--- src/rtl/uart_cmd_parser_if.sv ---
// Signal bundle between uart_if and the monitor command parser.
// The slave side is the parser; the master side is the UART/memory/CPU environment.
interface uart_cmd_parser_if #(
    parameter int unsigned ADR_W = 16
);
    logic [7:0]       rout;
    logic             rout_en;
    logic             flushing_wq;
    logic             mem_rd_en;
    logic [ADR_W-1:0] mem_radr;
    logic [23:0]      mem_rdata;
    logic             mem_wen;
    logic [ADR_W-1:0] mem_wadr;
    logic [23:0]      mem_wdata;
    logic             cpu_run_start;
    logic [ADR_W-1:0] cpu_start_adr;
    logic             cpu_stop;
    logic             rdata_snd_start;
    logic [23:0]      rdata_snd;
    logic             cpust_start;
    logic             crlf_in;

    modport master (
        output rout, rout_en, flushing_wq, mem_rdata,
        input  mem_rd_en, mem_radr, mem_wen, mem_wadr, mem_wdata,
        input  cpu_run_start, cpu_start_adr, cpu_stop,
        input  rdata_snd_start, rdata_snd, cpust_start, crlf_in
    );

    modport slave (
        input  rout, rout_en, flushing_wq, mem_rdata,
        output mem_rd_en, mem_radr, mem_wen, mem_wadr, mem_wdata,
        output cpu_run_start, cpu_start_adr, cpu_stop,
        output rdata_snd_start, rdata_snd, cpust_start, crlf_in
    );
endinterface

--- src/rtl/uart_cmd_parser.sv ---
// Monitor command decoder: assembles r/w/g/q/p hex-argument commands from received
// characters, issues memory/CPU strobes and reply triggers, then waits for the reply flush.
module uart_cmd_parser #(
    parameter int unsigned ADR_W = 16
) (
    input logic               clk,
    input logic               rst_n,
    uart_cmd_parser_if.slave  bus
);
    localparam logic [2:0] StIdle   = 3'd0;
    localparam logic [2:0] StAdr    = 3'd1;
    localparam logic [2:0] StDat    = 3'd2;
    localparam logic [2:0] StArg0   = 3'd3;
    localparam logic [2:0] StErr    = 3'd4;
    localparam logic [2:0] StExec   = 3'd5;
    localparam logic [2:0] StRdWait = 3'd6;
    localparam logic [2:0] StSend   = 3'd7;

    localparam logic [7:0] ChR  = 8'h72;
    localparam logic [7:0] ChW  = 8'h77;
    localparam logic [7:0] ChG  = 8'h67;
    localparam logic [7:0] ChQ  = 8'h71;
    localparam logic [7:0] ChP  = 8'h70;
    localparam logic [7:0] ChCr = 8'h0d;
    localparam logic [7:0] ChLf = 8'h0a;
    localparam logic [7:0] ChSp = 8'h20;

    logic [2:0]       r_state, w_state_d;
    logic [7:0]       r_cmd, w_cmd_d;
    logic [ADR_W-1:0] r_adr_acc, w_adr_acc_d;
    logic [23:0]      r_dat_acc, w_dat_acc_d;
    logic             r_adr_seen, w_adr_seen_d;
    logic             r_dat_seen, w_dat_seen_d;

    logic             r_mem_rd_en, r_mem_wen, r_cpu_run_start, r_cpu_stop;
    logic             r_rdata_snd_start, r_cpust_start, r_crlf_in;
    logic [ADR_W-1:0] r_mem_radr, r_mem_wadr, r_cpu_start_adr;
    logic [23:0]      r_mem_wdata, r_rdata_snd;

    logic             w_ch, w_is_dec, w_is_alpha, w_is_digit, w_is_cr, w_is_sp, w_is_cmd;
    logic [3:0]       w_nibble;
    logic             w_go_exec, w_go_crlf;
    logic             w_exec_r, w_exec_w, w_exec_g, w_exec_q, w_exec_p;

    // Character classification; LF is invisible in every state.
    always_comb begin
        w_ch       = bus.rout_en && (bus.rout != ChLf);
        w_is_dec   = (bus.rout >= 8'h30) && (bus.rout <= 8'h39);
        w_is_alpha = ((bus.rout >= 8'h61) && (bus.rout <= 8'h66)) ||
                     ((bus.rout >= 8'h41) && (bus.rout <= 8'h46));
        w_is_digit = w_is_dec || w_is_alpha;
        w_nibble   = w_is_dec ? bus.rout[3:0] : bus.rout[3:0] + 4'd9;
        w_is_cr    = (bus.rout == ChCr);
        w_is_sp    = (bus.rout == ChSp);
        w_is_cmd   = (bus.rout == ChR) || (bus.rout == ChW) || (bus.rout == ChG) ||
                     (bus.rout == ChQ) || (bus.rout == ChP);
    end

    always_comb begin
        w_state_d    = r_state;
        w_cmd_d      = r_cmd;
        w_adr_acc_d  = r_adr_acc;
        w_dat_acc_d  = r_dat_acc;
        w_adr_seen_d = r_adr_seen;
        w_dat_seen_d = r_dat_seen;
        w_go_exec    = 1'b0;
        w_go_crlf    = 1'b0;
        case (r_state)
            StIdle: if (w_ch) begin
                if (w_is_cmd) begin
                    w_cmd_d      = bus.rout;
                    w_adr_acc_d  = '0;
                    w_dat_acc_d  = '0;
                    w_adr_seen_d = 1'b0;
                    w_dat_seen_d = 1'b0;
                    w_state_d    = ((bus.rout == ChQ) || (bus.rout == ChP)) ? StArg0 : StAdr;
                end else if (w_is_cr) begin
                    w_go_crlf = 1'b1;
                    w_state_d = StSend;
                end else if (!w_is_sp) begin
                    w_state_d = StErr;
                end
            end
            StAdr: if (w_ch) begin
                if (w_is_digit) begin
                    w_adr_acc_d  = {r_adr_acc[ADR_W-5:0], w_nibble};
                    w_adr_seen_d = 1'b1;
                end else if (w_is_sp) begin
                    if (r_adr_seen) w_state_d = (r_cmd == ChW) ? StDat : StErr;
                end else if (w_is_cr) begin
                    w_go_exec = r_adr_seen;
                    w_go_crlf = !r_adr_seen;
                    w_state_d = r_adr_seen ? StExec : StSend;
                end else begin
                    w_state_d = StErr;
                end
            end
            StDat: if (w_ch) begin
                if (w_is_digit) begin
                    w_dat_acc_d  = {r_dat_acc[19:0], w_nibble};
                    w_dat_seen_d = 1'b1;
                end else if (w_is_cr) begin
                    w_go_exec = r_dat_seen;
                    w_go_crlf = !r_dat_seen;
                    w_state_d = r_dat_seen ? StExec : StSend;
                end else begin
                    w_state_d = StErr;
                end
            end
            StArg0: if (w_ch) begin
                if (w_is_cr) begin
                    w_go_exec = 1'b1;
                    w_state_d = StExec;
                end else begin
                    w_state_d = StErr;
                end
            end
            StErr: if (w_ch && w_is_cr) begin
                w_go_crlf = 1'b1;
                w_state_d = StSend;
            end
            StExec:   w_state_d = (r_cmd == ChR) ? StRdWait : StSend;
            StRdWait: w_state_d = StSend;
            StSend:   if (bus.flushing_wq) w_state_d = StIdle;
            default:  w_state_d = StIdle;
        endcase
    end

    // Strobes are registered on the accepting CR so they appear in the EXEC cycle.
    always_comb begin
        w_exec_r = w_go_exec && (r_cmd == ChR);
        w_exec_w = w_go_exec && (r_cmd == ChW);
        w_exec_g = w_go_exec && (r_cmd == ChG);
        w_exec_q = w_go_exec && (r_cmd == ChQ);
        w_exec_p = w_go_exec && (r_cmd == ChP);
    end

    always_ff @(posedge clk or negedge rst_n) begin
        if (!rst_n) begin
            r_state           <= StIdle;
            r_cmd             <= '0;
            r_adr_acc         <= '0;
            r_dat_acc         <= '0;
            r_adr_seen        <= 1'b0;
            r_dat_seen        <= 1'b0;
            r_mem_rd_en       <= 1'b0;
            r_mem_radr        <= '0;
            r_mem_wen         <= 1'b0;
            r_mem_wadr        <= '0;
            r_mem_wdata       <= '0;
            r_cpu_run_start   <= 1'b0;
            r_cpu_start_adr   <= '0;
            r_cpu_stop        <= 1'b0;
            r_rdata_snd_start <= 1'b0;
            r_rdata_snd       <= '0;
            r_cpust_start     <= 1'b0;
            r_crlf_in         <= 1'b0;
        end else begin
            r_state           <= w_state_d;
            r_cmd             <= w_cmd_d;
            r_adr_acc         <= w_adr_acc_d;
            r_dat_acc         <= w_dat_acc_d;
            r_adr_seen        <= w_adr_seen_d;
            r_dat_seen        <= w_dat_seen_d;
            r_mem_rd_en       <= w_exec_r;
            r_mem_radr        <= w_exec_r ? r_adr_acc : '0;
            r_mem_wen         <= w_exec_w;
            r_mem_wadr        <= w_exec_w ? r_adr_acc : '0;
            r_mem_wdata       <= w_exec_w ? r_dat_acc : '0;
            r_cpu_run_start   <= w_exec_g;
            r_cpu_stop        <= w_exec_q;
            r_cpust_start     <= w_exec_p;
            r_crlf_in         <= w_go_crlf || w_exec_w || w_exec_g || w_exec_q;
            r_rdata_snd_start <= (r_state == StRdWait);
            if (w_exec_g) r_cpu_start_adr <= r_adr_acc;
            if (r_state == StRdWait) r_rdata_snd <= bus.mem_rdata;
        end
    end

    assign bus.mem_rd_en       = r_mem_rd_en;
    assign bus.mem_radr        = r_mem_radr;
    assign bus.mem_wen         = r_mem_wen;
    assign bus.mem_wadr        = r_mem_wadr;
    assign bus.mem_wdata       = r_mem_wdata;
    assign bus.cpu_run_start   = r_cpu_run_start;
    assign bus.cpu_start_adr   = r_cpu_start_adr;
    assign bus.cpu_stop        = r_cpu_stop;
    assign bus.rdata_snd_start = r_rdata_snd_start;
    assign bus.rdata_snd       = r_rdata_snd;
    assign bus.cpust_start     = r_cpust_start;
    assign bus.crlf_in         = r_crlf_in;
endmodule

--- src/flat_wrapper.sv ---
// flat-port wrapper written by rule: the top's interface ports become plain ports
module uart_cmd_parser_flat 
#(
    parameter int unsigned ADR_W = 16
)
  (clk, rst_n, bus_rout, bus_rout_en, bus_flushing_wq, bus_mem_rdata, bus_mem_rd_en, bus_mem_radr, bus_mem_wen, bus_mem_wadr, bus_mem_wdata, bus_cpu_run_start, bus_cpu_start_adr, bus_cpu_stop, bus_rdata_snd_start, bus_rdata_snd, bus_cpust_start, bus_crlf_in);
  uart_cmd_parser_if #(.ADR_W(ADR_W)) bus_i ();
  input logic clk;
  input logic rst_n;
  input wire logic [$bits(bus_i.rout)-1:0] bus_rout;
  input wire logic [$bits(bus_i.rout_en)-1:0] bus_rout_en;
  input wire logic [$bits(bus_i.flushing_wq)-1:0] bus_flushing_wq;
  input wire logic [$bits(bus_i.mem_rdata)-1:0] bus_mem_rdata;
  output wire logic [$bits(bus_i.mem_rd_en)-1:0] bus_mem_rd_en;
  output wire logic [$bits(bus_i.mem_radr)-1:0] bus_mem_radr;
  output wire logic [$bits(bus_i.mem_wen)-1:0] bus_mem_wen;
  output wire logic [$bits(bus_i.mem_wadr)-1:0] bus_mem_wadr;
  output wire logic [$bits(bus_i.mem_wdata)-1:0] bus_mem_wdata;
  output wire logic [$bits(bus_i.cpu_run_start)-1:0] bus_cpu_run_start;
  output wire logic [$bits(bus_i.cpu_start_adr)-1:0] bus_cpu_start_adr;
  output wire logic [$bits(bus_i.cpu_stop)-1:0] bus_cpu_stop;
  output wire logic [$bits(bus_i.rdata_snd_start)-1:0] bus_rdata_snd_start;
  output wire logic [$bits(bus_i.rdata_snd)-1:0] bus_rdata_snd;
  output wire logic [$bits(bus_i.cpust_start)-1:0] bus_cpust_start;
  output wire logic [$bits(bus_i.crlf_in)-1:0] bus_crlf_in;
  assign bus_i.rout = bus_rout;
  assign bus_i.rout_en = bus_rout_en;
  assign bus_i.flushing_wq = bus_flushing_wq;
  assign bus_i.mem_rdata = bus_mem_rdata;
  assign bus_mem_rd_en = bus_i.mem_rd_en;
  assign bus_mem_radr = bus_i.mem_radr;
  assign bus_mem_wen = bus_i.mem_wen;
  assign bus_mem_wadr = bus_i.mem_wadr;
  assign bus_mem_wdata = bus_i.mem_wdata;
  assign bus_cpu_run_start = bus_i.cpu_run_start;
  assign bus_cpu_start_adr = bus_i.cpu_start_adr;
  assign bus_cpu_stop = bus_i.cpu_stop;
  assign bus_rdata_snd_start = bus_i.rdata_snd_start;
  assign bus_rdata_snd = bus_i.rdata_snd;
  assign bus_cpust_start = bus_i.cpust_start;
  assign bus_crlf_in = bus_i.crlf_in;
  uart_cmd_parser #(.ADR_W(ADR_W)) u_core (.clk(clk), .rst_n(rst_n), .bus(bus_i));
endmodule
--- config.mk ---
export PLATFORM = sky130hd
export DESIGN_NAME = uart_cmd_parser_flat
export DESIGN_NICKNAME = d
export VERILOG_FILES = /design/src/rtl/uart_cmd_parser_if.sv /design/src/rtl/uart_cmd_parser.sv /design/src/flat_wrapper.sv
export SDC_FILE = /design/constraint.sdc
export NUM_CORES = 1
export LEC_CHECK = 0
export ABC_AREA = 1
export CORE_MARGIN = 5
export CORE_UTILIZATION = 54
export CTS_CLUSTER_SIZE = 16
export DETAILED_ROUTE_END_ITERATION = 8
export MAX_ROUTING_LAYER = met4
export PLACE_DENSITY = 0.85
export SETUP_SLACK_MARGIN = 0.2
export SYNTH_ARGS = -nofsm -noshare
export SYNTH_HDL_FRONTEND = slang
export SYNTH_SLANG_ARGS = --single-unit
--- constraint.sdc ---
create_clock -name clk -period 2.9 [get_ports clk]
set_clock_uncertainty 0.15 [all_clocks]
set_input_delay 0.435 -clock clk [delete_from_list [all_inputs] [get_ports clk]]
set_output_delay 0.435 -clock clk [all_outputs]
set_load 0.1 [all_outputs]
==> results.sh, run 1 <==
export IMPL_run_status="complete, no violations"
export IMPL_drc=0
export IMPL_nNetsFinal=870
export IMPL_dieArea_mm2=0.0137
export IMPL_min_period_ps=2540
export IMPL_async_reset_ff_share_pct=100
export IMPL_fin_crit_sh_pct=87.5
export IMPL_wl_mm=14.4
export IMPL_die_w_um=117
export IMPL_synthCells=680
export IMPL_total_power_mw=7.49
export IMPL_power_density_mw_per_mm2=925
export IMPL_core_area_mm2=0.0113
export IMPL_dp_slack_ps=-64.2
export IMPL_grt_pass1_wl_mm=23.2
export IMPL_worst_pin_slew_ps=1040
export IMPL_startpoint_type="input pin"
export IMPL_path_cells="clkdlybuf4s50_1 > inv_1 > ha_1 > nand3_1 > nor2_1 > nor2_2 > inv_1 > a21oi_4 > nand2_4 > nor2_4 > inv_2 > nor2_1"
export IMPL_peakVddDrop_mv=0.751
export IMPL_path_clk_slew_ps=60
export IMPL_grt_max_degree=71
export IMPL_num_antenna_cells=0
export IMPL_slew_violations=0
export IMPL_cp_max_fo=16
export IMPL_swShare_pct=42.1
export IMPL_power_share_clock_pct=29.2
export IMPL_slowest_delay_ps=570
export IMPL_cts_buffers=17
export IMPL_syn_avg_cell_area_um2=9.10
export IMPL_io_pins=139
export IMPL_synth_edf_count=0
export IMPL_synth_area_mm2=0.00619
export IMPL_maxCapViolCount=0
export IMPL_grt_pass1_vias=5009
export IMPL_row_count=39
export IMPL_first_iter_violations=411
export IMPL_synthTopCellsByArea="dfrtp_1, nand2_1, inv_1, nor2_1, o21ai_0"
export IMPL_ys_types=29
export IMPL_grt_overflow_total=0
export IMPL_hold_viol=0
export IMPL_htree_levels=4
export IMPL_power_frac_seq_pct=35.1
export IMPL_p_leak_nw=4.20
export IMPL_grt_setup_unrepaired="true"
export IMPL_routabilityCongestion=0.925
export IMPL_setup_viol=0
export IMPL_synth_area_leader_cell="dfrtp_1"
export IMPL_p_int_mw=4.34
export IMPL_wl_per_cell_um=14.6
export IMPL_grt_antenna_before_repair=0
export IMPL_critPathCaptureType="flip-flop"
export IMPL_place_hpwl_mm=10.2
export IMPL_crit_type="in -> reg"
export IMPL_setup_slack_ps=362
export IMPL_clock_sinks=156
export IMPL_vias_per_cell=4.92
export IMPL_drive_gt1_share_pct=20.3
export IMPL_postCtsSetupBuffers=0
export IMPL_start_util_pct=54.6
export IMPL_vias=4855
export IMPL_arrival_ps=2720
export IMPL_cts_tree="yes"
export IMPL_reg2reg_slack_ps=570
export IMPL_fmax_mhz=394
export IMPL_relSlewSlack_pct=30.1
export IMPL_p_switching_mw=3.15
export IMPL_drtAntennaViolNets=0
export IMPL_cp_required_ps=3080
export IMPL_clock_path_buffers=2
export IMPL_ys_seq_area_share_pct=63.1
export IMPL_io_buffers=138
export IMPL_drt_pre_antenna_iters=7
export IMPL_clock_latency_ps=420
export IMPL_cp_slowest_cell="clkdlybuf4s50_1"
export IMPL_area_growth_pct=30.9
export IMPL_syn_nets=720
export IMPL_yosys_warnings=0
export IMPL_hp_class="in -> async"
export IMPL_synth_top_flop_cell="dfrtp_1"
export IMPL_pwr_share_comb_pct=35.7
export IMPL_dieHeight_um=117
export IMPL_synth_seq_cells=156
export IMPL_grt_total_usage_pct=22.6
export IMPL_clockRootBuffer="clkbuf_16"
export IMPL_synth_top_area_share_pct=63.1
## cell usage in the layout, fill, tap and decap left out, drive strengths merged
cell           netlist  layout
nand2              230     230
clkinv               0       7
nand3               32      33
or2                  2       2
xor2                 3       3
nor3                 5       5
buf                 13     115
nor2                83      83
o211ai               1       1
inv                 85      88
clkbuf               7      20
bufinv               0       2
nand4                4       4
ha                   4       4
o21ai               49      49
dfrtp              156     156
dlygate4sd3          0       1
o211a                1       1
clkdlybuf4s50        0      34
nand3b               1       1
a21oi                4       4
## through the flow
stage / instances / setup TNS [ps] / hold WS [ps] / utilization (%) / cell area [um^2]
3_5_place_dp: 952 / -404 / 201 / 66.0 / 7480
4_1_cts: 985 / 0 / 332 / 71.4 / 8080
3_3_place_gp: 952 / 0 / 196 / 66.0 / 7480
6_report: 986 / 0 / 327 / 71.5 / 8100
5_1_grt: 986 / 0 / 355 / 71.5 / 8100
2_1_floorplan: 680 / 0 / -10.6 / - / 6190
## worst max-delay path, delay by kind of cell
| family | cells | cell delay [ps] |
|---|---|---|
| AO/OA/AOI/OAI | 1 | 310 |
| buffers and inverters | 4 | 960 |
| adder cells (fa/ha/maj) | 1 | 240 |
| AND/OR/NAND/NOR | 6 | 770 |
## cell usage after synthesis, types with 2 or more instances
cell	number
nand2_1	227
dfrtp_1	156
inv_1	78
nor2_1	77
o21ai_0	47
nand3_1	27
buf_2	10
inv_2	7
clkbuf_1	6
nor3_1	5
ha_1	4
nand3_2	4
nand4_1	4
nor2_4	4
a21oi_1	3
xor2_1	3
buf_6	2
nand2_2	2
nor2_2	2
o21ai_1	2
or2_2	2
## registers in the layout, indices dropped and copies added, names as in the netlist, 8 cells and up
name                      flops
u_core.bus.rdata_snd         24
u_core.bus.mem_wadr          16
u_core.bus.mem_wdata         24
u_core.bus.cpu_start_adr     16
u_core.bus.mem_radr          16
u_core.r_cmd                  8
u_core.r_adr_acc             16
u_core.r_dat_acc             24
## power by group through the flow
stage	Clock (mW)	Combinational, mW	Sequential [mW]
after global placement	0	2.62	2.65
after global routing	2.31	2.85	2.66
after CTS	2.22	2.67	2.63
final	2.18	2.67	2.63
after detailed placement	0	2.66	2.66
after floorplan	0	0.816	3.86
## cells by family (layout without fill, tap and decap cells)
group | count (synthesis) | in the layout | synth area share (%)
buffers and inverters | 105 | 267 | 6.90
adder cells (fa/ha/maj) | 4 | 4 | 0.809
XOR/XNOR | 3 | 3 | 0.425
AND/OR/NAND/NOR | 357 | 358 | 24.0
flip-flops | 156 | 156 | 63.1
AO/OA/AOI/OAI | 55 | 55 | 4.75
## final timing paths
| check | from | end | cells after the start |
|---|---|---|---|
| worst max register to register | u_core.r_state[2] | u_core.bus.mem_radr[1] | 11 |
| max in group asynchronous | rst_n | u_core.bus.rdata_snd[21] | 3 |
| min in group clk | u_core.bus.rdata_snd[0] | u_core.bus.rdata_snd[0] | 2 |
| worst min-delay path | rst_n | u_core.bus.cpu_stop | 2 |
| worst min register to register | u_core.bus.rdata_snd[0] | u_core.bus.rdata_snd[0] | 2 |
| worst max-delay path | bus_rout[0] | u_core.bus.mem_radr[1] | 12 |
## area by class of cell
cell class / count / area [um^2]
clock buffer: 20 / 457
clock inverter: 12 / 136
fill: 861 / 3220
inverter: 85 / 319
multi-input combinational: 420 / 1870
sequential: 156 / 3900
tap: 143 / 179
timing repair buffer: 150 / 1230
## routing by layer
layer / vias up / GRT usage, % / part of all wire [%] / wire (um)
li1: 2375 / - / - / -
met1: 2337 / 27.1 / 41 / 5920
met2: 126 / 38.1 / 52 / 7480
met3: 17 / 4.52 / 5.1 / 741
met4: 0 / 8.18 / 1.9 / 269
met5: - / - / 0 / 0
## timing repair
item,in CTS,in global routing
gates resized for setup,0,2
endpoints found under the setup margin,0,7
hold endpoints to repair,36,0
hold buffers,1,0
(Power assumes the default switching activity.)
==> inputs of run 2 (changes only) <==
Settings changed: TNS_END_PERCENT set to 10.
==> run 2 against run 1 <==
Net effect:
- cell count down 0.10%
- combinational power about the same
- power down 0.30%
- global-route usage unchanged
- utilization down 0.15 points
- sequential share of layout area up 0.10 points
- critical path depth down 2
- clock power about the same
- first-iteration DRC count down 4.4%
- non-clock buffer count unchanged
- worst setup slack better by 27 ps
- largest power group unchanged
- sequential power about the same
==> results.sh, run 2 (same netlist as run 1, synthesis figures left out) <==
export IMPL_run_status="complete, no violations"
export IMPL_cp_max_fo=33
export IMPL_cp_slowest_cell="clkdlybuf4s50_1"
export IMPL_wl_per_cell_um=14.4
export IMPL_critical_path_top_delay_family="buffers and inverters"
export IMPL_cp_required_ps=3070
export IMPL_peakVddDrop_mv=0.750
export IMPL_drive_gt1_share_pct=20.2
export IMPL_area_growth_pct=30.6
export IMPL_min_period_ps=2510
export IMPL_start_util_pct=54.6
export IMPL_num_antenna_cells=0
export IMPL_crit_type="in -> reg"
export IMPL_cts_buffers=17
export IMPL_drc=0
export IMPL_io_buffers=138
export IMPL_grt_pass1_vias=5009
export IMPL_grt_antenna_before_repair=0
export IMPL_vias_per_cell=4.90
export IMPL_postCtsSetupBuffers=0
export IMPL_final_cell_area_mm2=0.00808
export IMPL_final_util_pct=71.4
export IMPL_p_leak_nw=4.20
export IMPL_core_area_mm2=0.0113
export IMPL_critical_path_most_common_cell="inv_1"
export IMPL_place_hpwl_mm=10.2
export IMPL_path_buf_inv=3
export IMPL_hp_class="in -> async"
export IMPL_first_iter_violations=393
export IMPL_grt_max_degree=71
export IMPL_hold_viol=0
export IMPL_slew_violations=0
export IMPL_io_pins=139
export IMPL_setup_tns_ps=0
export IMPL_startpoint_type="input pin"
export IMPL_dpl_cell_area_mm2=0.00748
export IMPL_mostFrequentLayoutCell="nand2_1"
export IMPL_dieHeight_um=117
export IMPL_wl_mm=14.2
export IMPL_total_power_mw=7.47
export IMPL_clock_latency_ps=410
export IMPL_vias=4824
export IMPL_place_inst=952
export IMPL_grt_total_usage_pct=22.6
export IMPL_setup_viol=0
export IMPL_fin_cells=985
export IMPL_grt_pass1_wl_mm=23.2
export IMPL_row_count=39
export IMPL_grt_setup_unrepaired="true"
export IMPL_drt_pre_antenna_iters=5
export IMPL_fmax_mhz=398
export IMPL_worst_pin_slew_ps=557
export IMPL_power_density_mw_per_mm2=924
export IMPL_routabilityCongestion=0.925
export IMPL_arrival_ps=2680
export IMPL_path_clk_slew_ps=60
export IMPL_dieArea_mm2=0.0137
export IMPL_final_cell_mix="nand2_1, dfrtp_1, buf_4, inv_1, nor2_1"
export IMPL_maxCapViolCount=0
export IMPL_slowest_delay_ps=570
export IMPL_nFillCells=862
export IMPL_path_cells="clkdlybuf4s50_1 > inv_1 > ha_1 > nand3_1 > nor2_1 > nor2_2 > inv_1 > a21oi_4 > nand3_4 > o21ai_0"
export IMPL_grt_overflow_total=0
export IMPL_nNetsFinal=869
export IMPL_clock_path_buffers=2
export IMPL_die_w_um=117
export IMPL_clockRootBuffer="clkbuf_16"
export IMPL_clock_sinks=156
export IMPL_fin_crit_sh_pct=86.6
export IMPL_critPathCaptureType="flip-flop"
export IMPL_relSlewSlack_pct=62.6
export IMPL_htree_levels=4
export IMPL_cts_tree="yes"
export IMPL_drtAntennaViolNets=0
run 2: changes by cell type in the layout (fill, tap and decap cells not counted), sizes merged:
cell,change
nand3,-1
run 2: routing by layer:
| layer | vias up | global-route usage [%] | wire, um | share of wire [%] |
|---|---|---|---|---|
| met5 | - | - | 0 | 0 |
| met4 | 0 | 8.18 | 255 | 1.8 |
| met3 | 19 | 4.52 | 660 | 4.7 |
| met2 | 116 | 38.1 | 7390 | 52 |
| met1 | 2318 | 27.1 | 5860 | 41 |
| li1 | 2371 | - | - | - |
run 2: layout make-up:
cell class                      count  area, um^2  area share [%]
Multi-Input combinational cell    419        1860            23.0
Inverter                           85         319            3.95
Tap cell                          143         179            2.21
Clock buffer                       20         457            5.65
Clock inverter                     12         136            1.69
Timing Repair Buffer              150        1230            15.2
Sequential cell                   156        3900            48.3
run 2: timing repair:
action                                  CTS  global route
endpoints found under the hold margin    36             0
resized for setup                         0             1
hold buffers                              1             0
endpoints found under the setup margin    0             7
run 2: final timing paths:
path	slack [ps]	startpoint	depth (start not counted)	endpoint
max	390	bus_rout[0]	10	u_core.bus.cpu_start_adr[9]
min	330	rst_n	2	u_core.bus.cpu_stop
max reg2reg	590	u_core.r_state[2]	9	u_core.bus.cpu_start_adr[9]
min reg2reg	330	u_core.bus.rdata_snd[0]	2	u_core.bus.rdata_snd[0]
max in group asynchronous	1500	rst_n	3	u_core.bus.rdata_snd[21]
min in group clk	330	u_core.bus.rdata_snd[0]	2	u_core.bus.rdata_snd[0]
run 2: per-stage QoR:
step	setup WS [ps]	hold slack, ps
2_1_floorplan	863	-10.6
5_1_grt	154	355
3_3_place_gp	113	196
4_1_cts	325	332
6_report	389	329
3_5_place_dp	-64.2	201
run 2: worst register-to-register path: cells and delay by family (launching register included):
family	cells	cell delay (ps)
buffers and inverters	3	220
AO/OA/AOI/OAI	2	540
AND/OR/NAND/NOR	4	810
flip-flops	1	480
run 2: power by group:
group	internal, mW	switching, mW
sequential	2.44	0.189
combinational	0.575	2.08
clock	1.32	0.859
total	4.34	3.13
==> inputs of run 3 (changes only) <==
Settings changed: CELL_PAD_IN_SITES_DETAIL_PLACEMENT set to 0, CELL_PAD_IN_SITES_GLOBAL_PLACEMENT set to 2, CORE_UTILIZATION 54 to 27, PLACE_DENSITY 0.85 to not set, PLACE_DENSITY_LB_ADDON set to 0.1.
Clock period 2.9 ns to 2.14 ns, I/O delays scaled along.
==> run 3 against run 2 <==
Net effect:
- first-iteration DRC count fell by 35%
- clock power rose by 46%
- global-route usage fell by 9.2 points
- utilization fell by 32 points
- critical endpoint is now u_core.bus.mem_radr[4]
- cell count rose by 20%
==> results.sh, run 3 (same netlist as run 1, synthesis figures left out) <==
export IMPL_critPathCaptureType="flip-flop"
export IMPL_critical_path_top_delay_family="simple AND/OR/NAND/NOR gates"
export IMPL_core_area_mm2=0.0226
export IMPL_htree_levels=4
export IMPL_run_status="complete, no violations"
export IMPL_worst_pin_slew_ps=548
export IMPL_drtAntennaViolNets=0
export IMPL_hp_class="in -> reg"
export IMPL_path_buf_inv=5
export IMPL_routabilityCongestion=0.826
export IMPL_cp_depth=12
export IMPL_drive_gt1_share_pct=28.5
export IMPL_total_power_mw=10.8
export IMPL_path_clk_slew_ps=70
export IMPL_mostFrequentLayoutCell="nand2_1"
export IMPL_p_leak_nw=4.59
export IMPL_grt_max_degree=54
export IMPL_vias=4921
export IMPL_grt_overflow_total=0
export IMPL_arrival_ps=2090
export IMPL_min_period_ps=1890
export IMPL_grt_antenna_before_repair=0
export IMPL_nNetsFinal=923
export IMPL_crit_type="reg -> reg"
export IMPL_r2r_worst_path_cells=12
export IMPL_crit_end="u_core.bus.mem_radr[4]"
export IMPL_fmax_mhz=529
export IMPL_path_cells="nor2_4 > inv_2 > nor2_4 > inv_2 > nand2_4 > inv_4 > a21oi_4 > nand2_4 > nor2_4 > inv_2 > buf_12 > nor2_1"
export IMPL_rr_startpoint="u_core.r_state[2]"
export IMPL_maxCapViolCount=0
export IMPL_wl_per_cell_um=13.9
export IMPL_dpl_cell_area_mm2=0.00807
export IMPL_start_util_pct=27.4
export IMPL_relSlewSlack_pct=63.5
export IMPL_final_cell_mix="nand2_1, buf_4, dfrtp_1, inv_1, nor2_1"
export IMPL_r2r_end="u_core.bus.mem_radr[4]"
export IMPL_dieHeight_um=161
export IMPL_cp_required_ps=2340
export IMPL_slew_violations=0
export IMPL_peakVddDrop_mv=1.05
export IMPL_reg2reg_slack_ps=250
export IMPL_dieArea_mm2=0.0260
export IMPL_grt_pass1_wl_mm=27.0
export IMPL_drt_pre_antenna_iters=4
export IMPL_grt_pass1_vias=5177
export IMPL_area_growth_pct=44.5
export IMPL_slowest_delay_ps=450
export IMPL_hold_viol=0
export IMPL_clock_latency_ps=420
export IMPL_crit_start="u_core.r_state[2]"
export IMPL_clock_sinks=156
export IMPL_final_cell_area_mm2=0.00894
export IMPL_io_buffers=138
export IMPL_grt_setup_unrepaired="true"
export IMPL_grt_total_usage_pct=13.3
export IMPL_setup_viol=0
export IMPL_power_density_mw_per_mm2=1210
export IMPL_holdWs_ps=89.3
export IMPL_die_w_um=161
export IMPL_io_pins=139
export IMPL_place_hpwl_mm=12.0
export IMPL_fin_crit_sh_pct=88.3
export IMPL_final_util_pct=39.6
export IMPL_cp_max_fo=16
export IMPL_vias_per_cell=4.17
export IMPL_row_count=55
export IMPL_first_iter_violations=254
export IMPL_wl_mm=16.4
export IMPL_cts_buffers=17
export IMPL_clockRootBuffer="clkbuf_16"
export IMPL_num_antenna_cells=0
export IMPL_drc=0
export IMPL_clock_path_buffers=2
export IMPL_cp_slowest_cell="dfrtp_2"
export IMPL_startpoint_type="flip-flop"
export IMPL_cts_tree="yes"
==> run 3: changes by cell type in the layout (fill, tap and decap cells not counted), sizes merged <==
cell	previous run	this run
buf	115	169
clkbuf	20	18
dlymetal6s2s	0	5
bufinv	2	3
clkinv	7	4
clkdlybuf4s50	34	26
dlygate4sd2	0	1
inv	88	93
clkdlybuf4s15	0	1
==> run 3: how the worst min path moves through the flow <==
stage / to / start / slack, ps / depth (start not counted)
4_1_cts: u_core.r_cmd[0] / bus_rout[0] / 220 / 3
3_3_place_gp: u_core.bus.mem_wdata[17] / rst_n / 170 / 1
2_1_floorplan: u_core.bus.cpu_run_start / rst_n / -120 / 0
3_5_place_dp: u_core.bus.mem_wdata[17] / rst_n / 170 / 1
5_1_grt: u_core.r_cmd[1] / bus_rout[1] / 100 / 3
6_report: u_core.r_cmd[1] / bus_rout[1] / 90 / 3
==> run 3: what timing repair did <==
item                                   CTS  global route
cloned                                   0             0
setup endpoints to repair              124           121
hold buffers                             1             0
buffers inserted                         6             6
gates resized for setup                 20            35
pin swaps                                6             6
endpoints found under the hold margin   48             0
==> run 3: report_power, final <==
group | switching [mW] | total, mW | internal, mW
Combinational | 3.00 | 4.08 | 1.09
Clock | 1.31 | 3.19 | 1.89
Sequential | 0.242 | 3.55 | 3.31
==> run 3: final cells by class <==
| class | instances | area [um^2] |
|---|---|---|
| Clock inverter | 15 | 203 |
| Clock buffer | 17 | 425 |
| Multi-Input combinational cell | 419 | 1950 |
| Fill cell | 2316 | 13600 |
| Sequential cell | 156 | 3910 |
| Inverter | 85 | 327 |
| Timing Repair Buffer | 204 | 1770 |
| Tap cell | 285 | 357 |
==> run 3: metrics by stage <==
step / setup slack, ps / setup TNS (ps) / instances
after floorplan: 217 / 0 / 680
after global placement: -510 / -59100 / 1136
after detailed placement: -506 / -57290 / 1136
after CTS: 201 / 0 / 1175
after global routing: 133 / 0 / 1181
final: 249 / 0 / 1181
==> run 3: layer usage <==
metal	GRT usage [%]	wire length, um	vias up	share of wire [%]
met5	-	0	-	0
met2	21.6	7930	115	48
met3	3.01	733	21	4.5
met1	16.7	7370	2308	45
li1	-	-	2477	-
met4	4.27	331	0	2.0
==> run 3: tightest hold or removal path, cell delays in order <==
cell	delay, ps
clkbuf_2	120
inv_2	90
o21ai_0	90
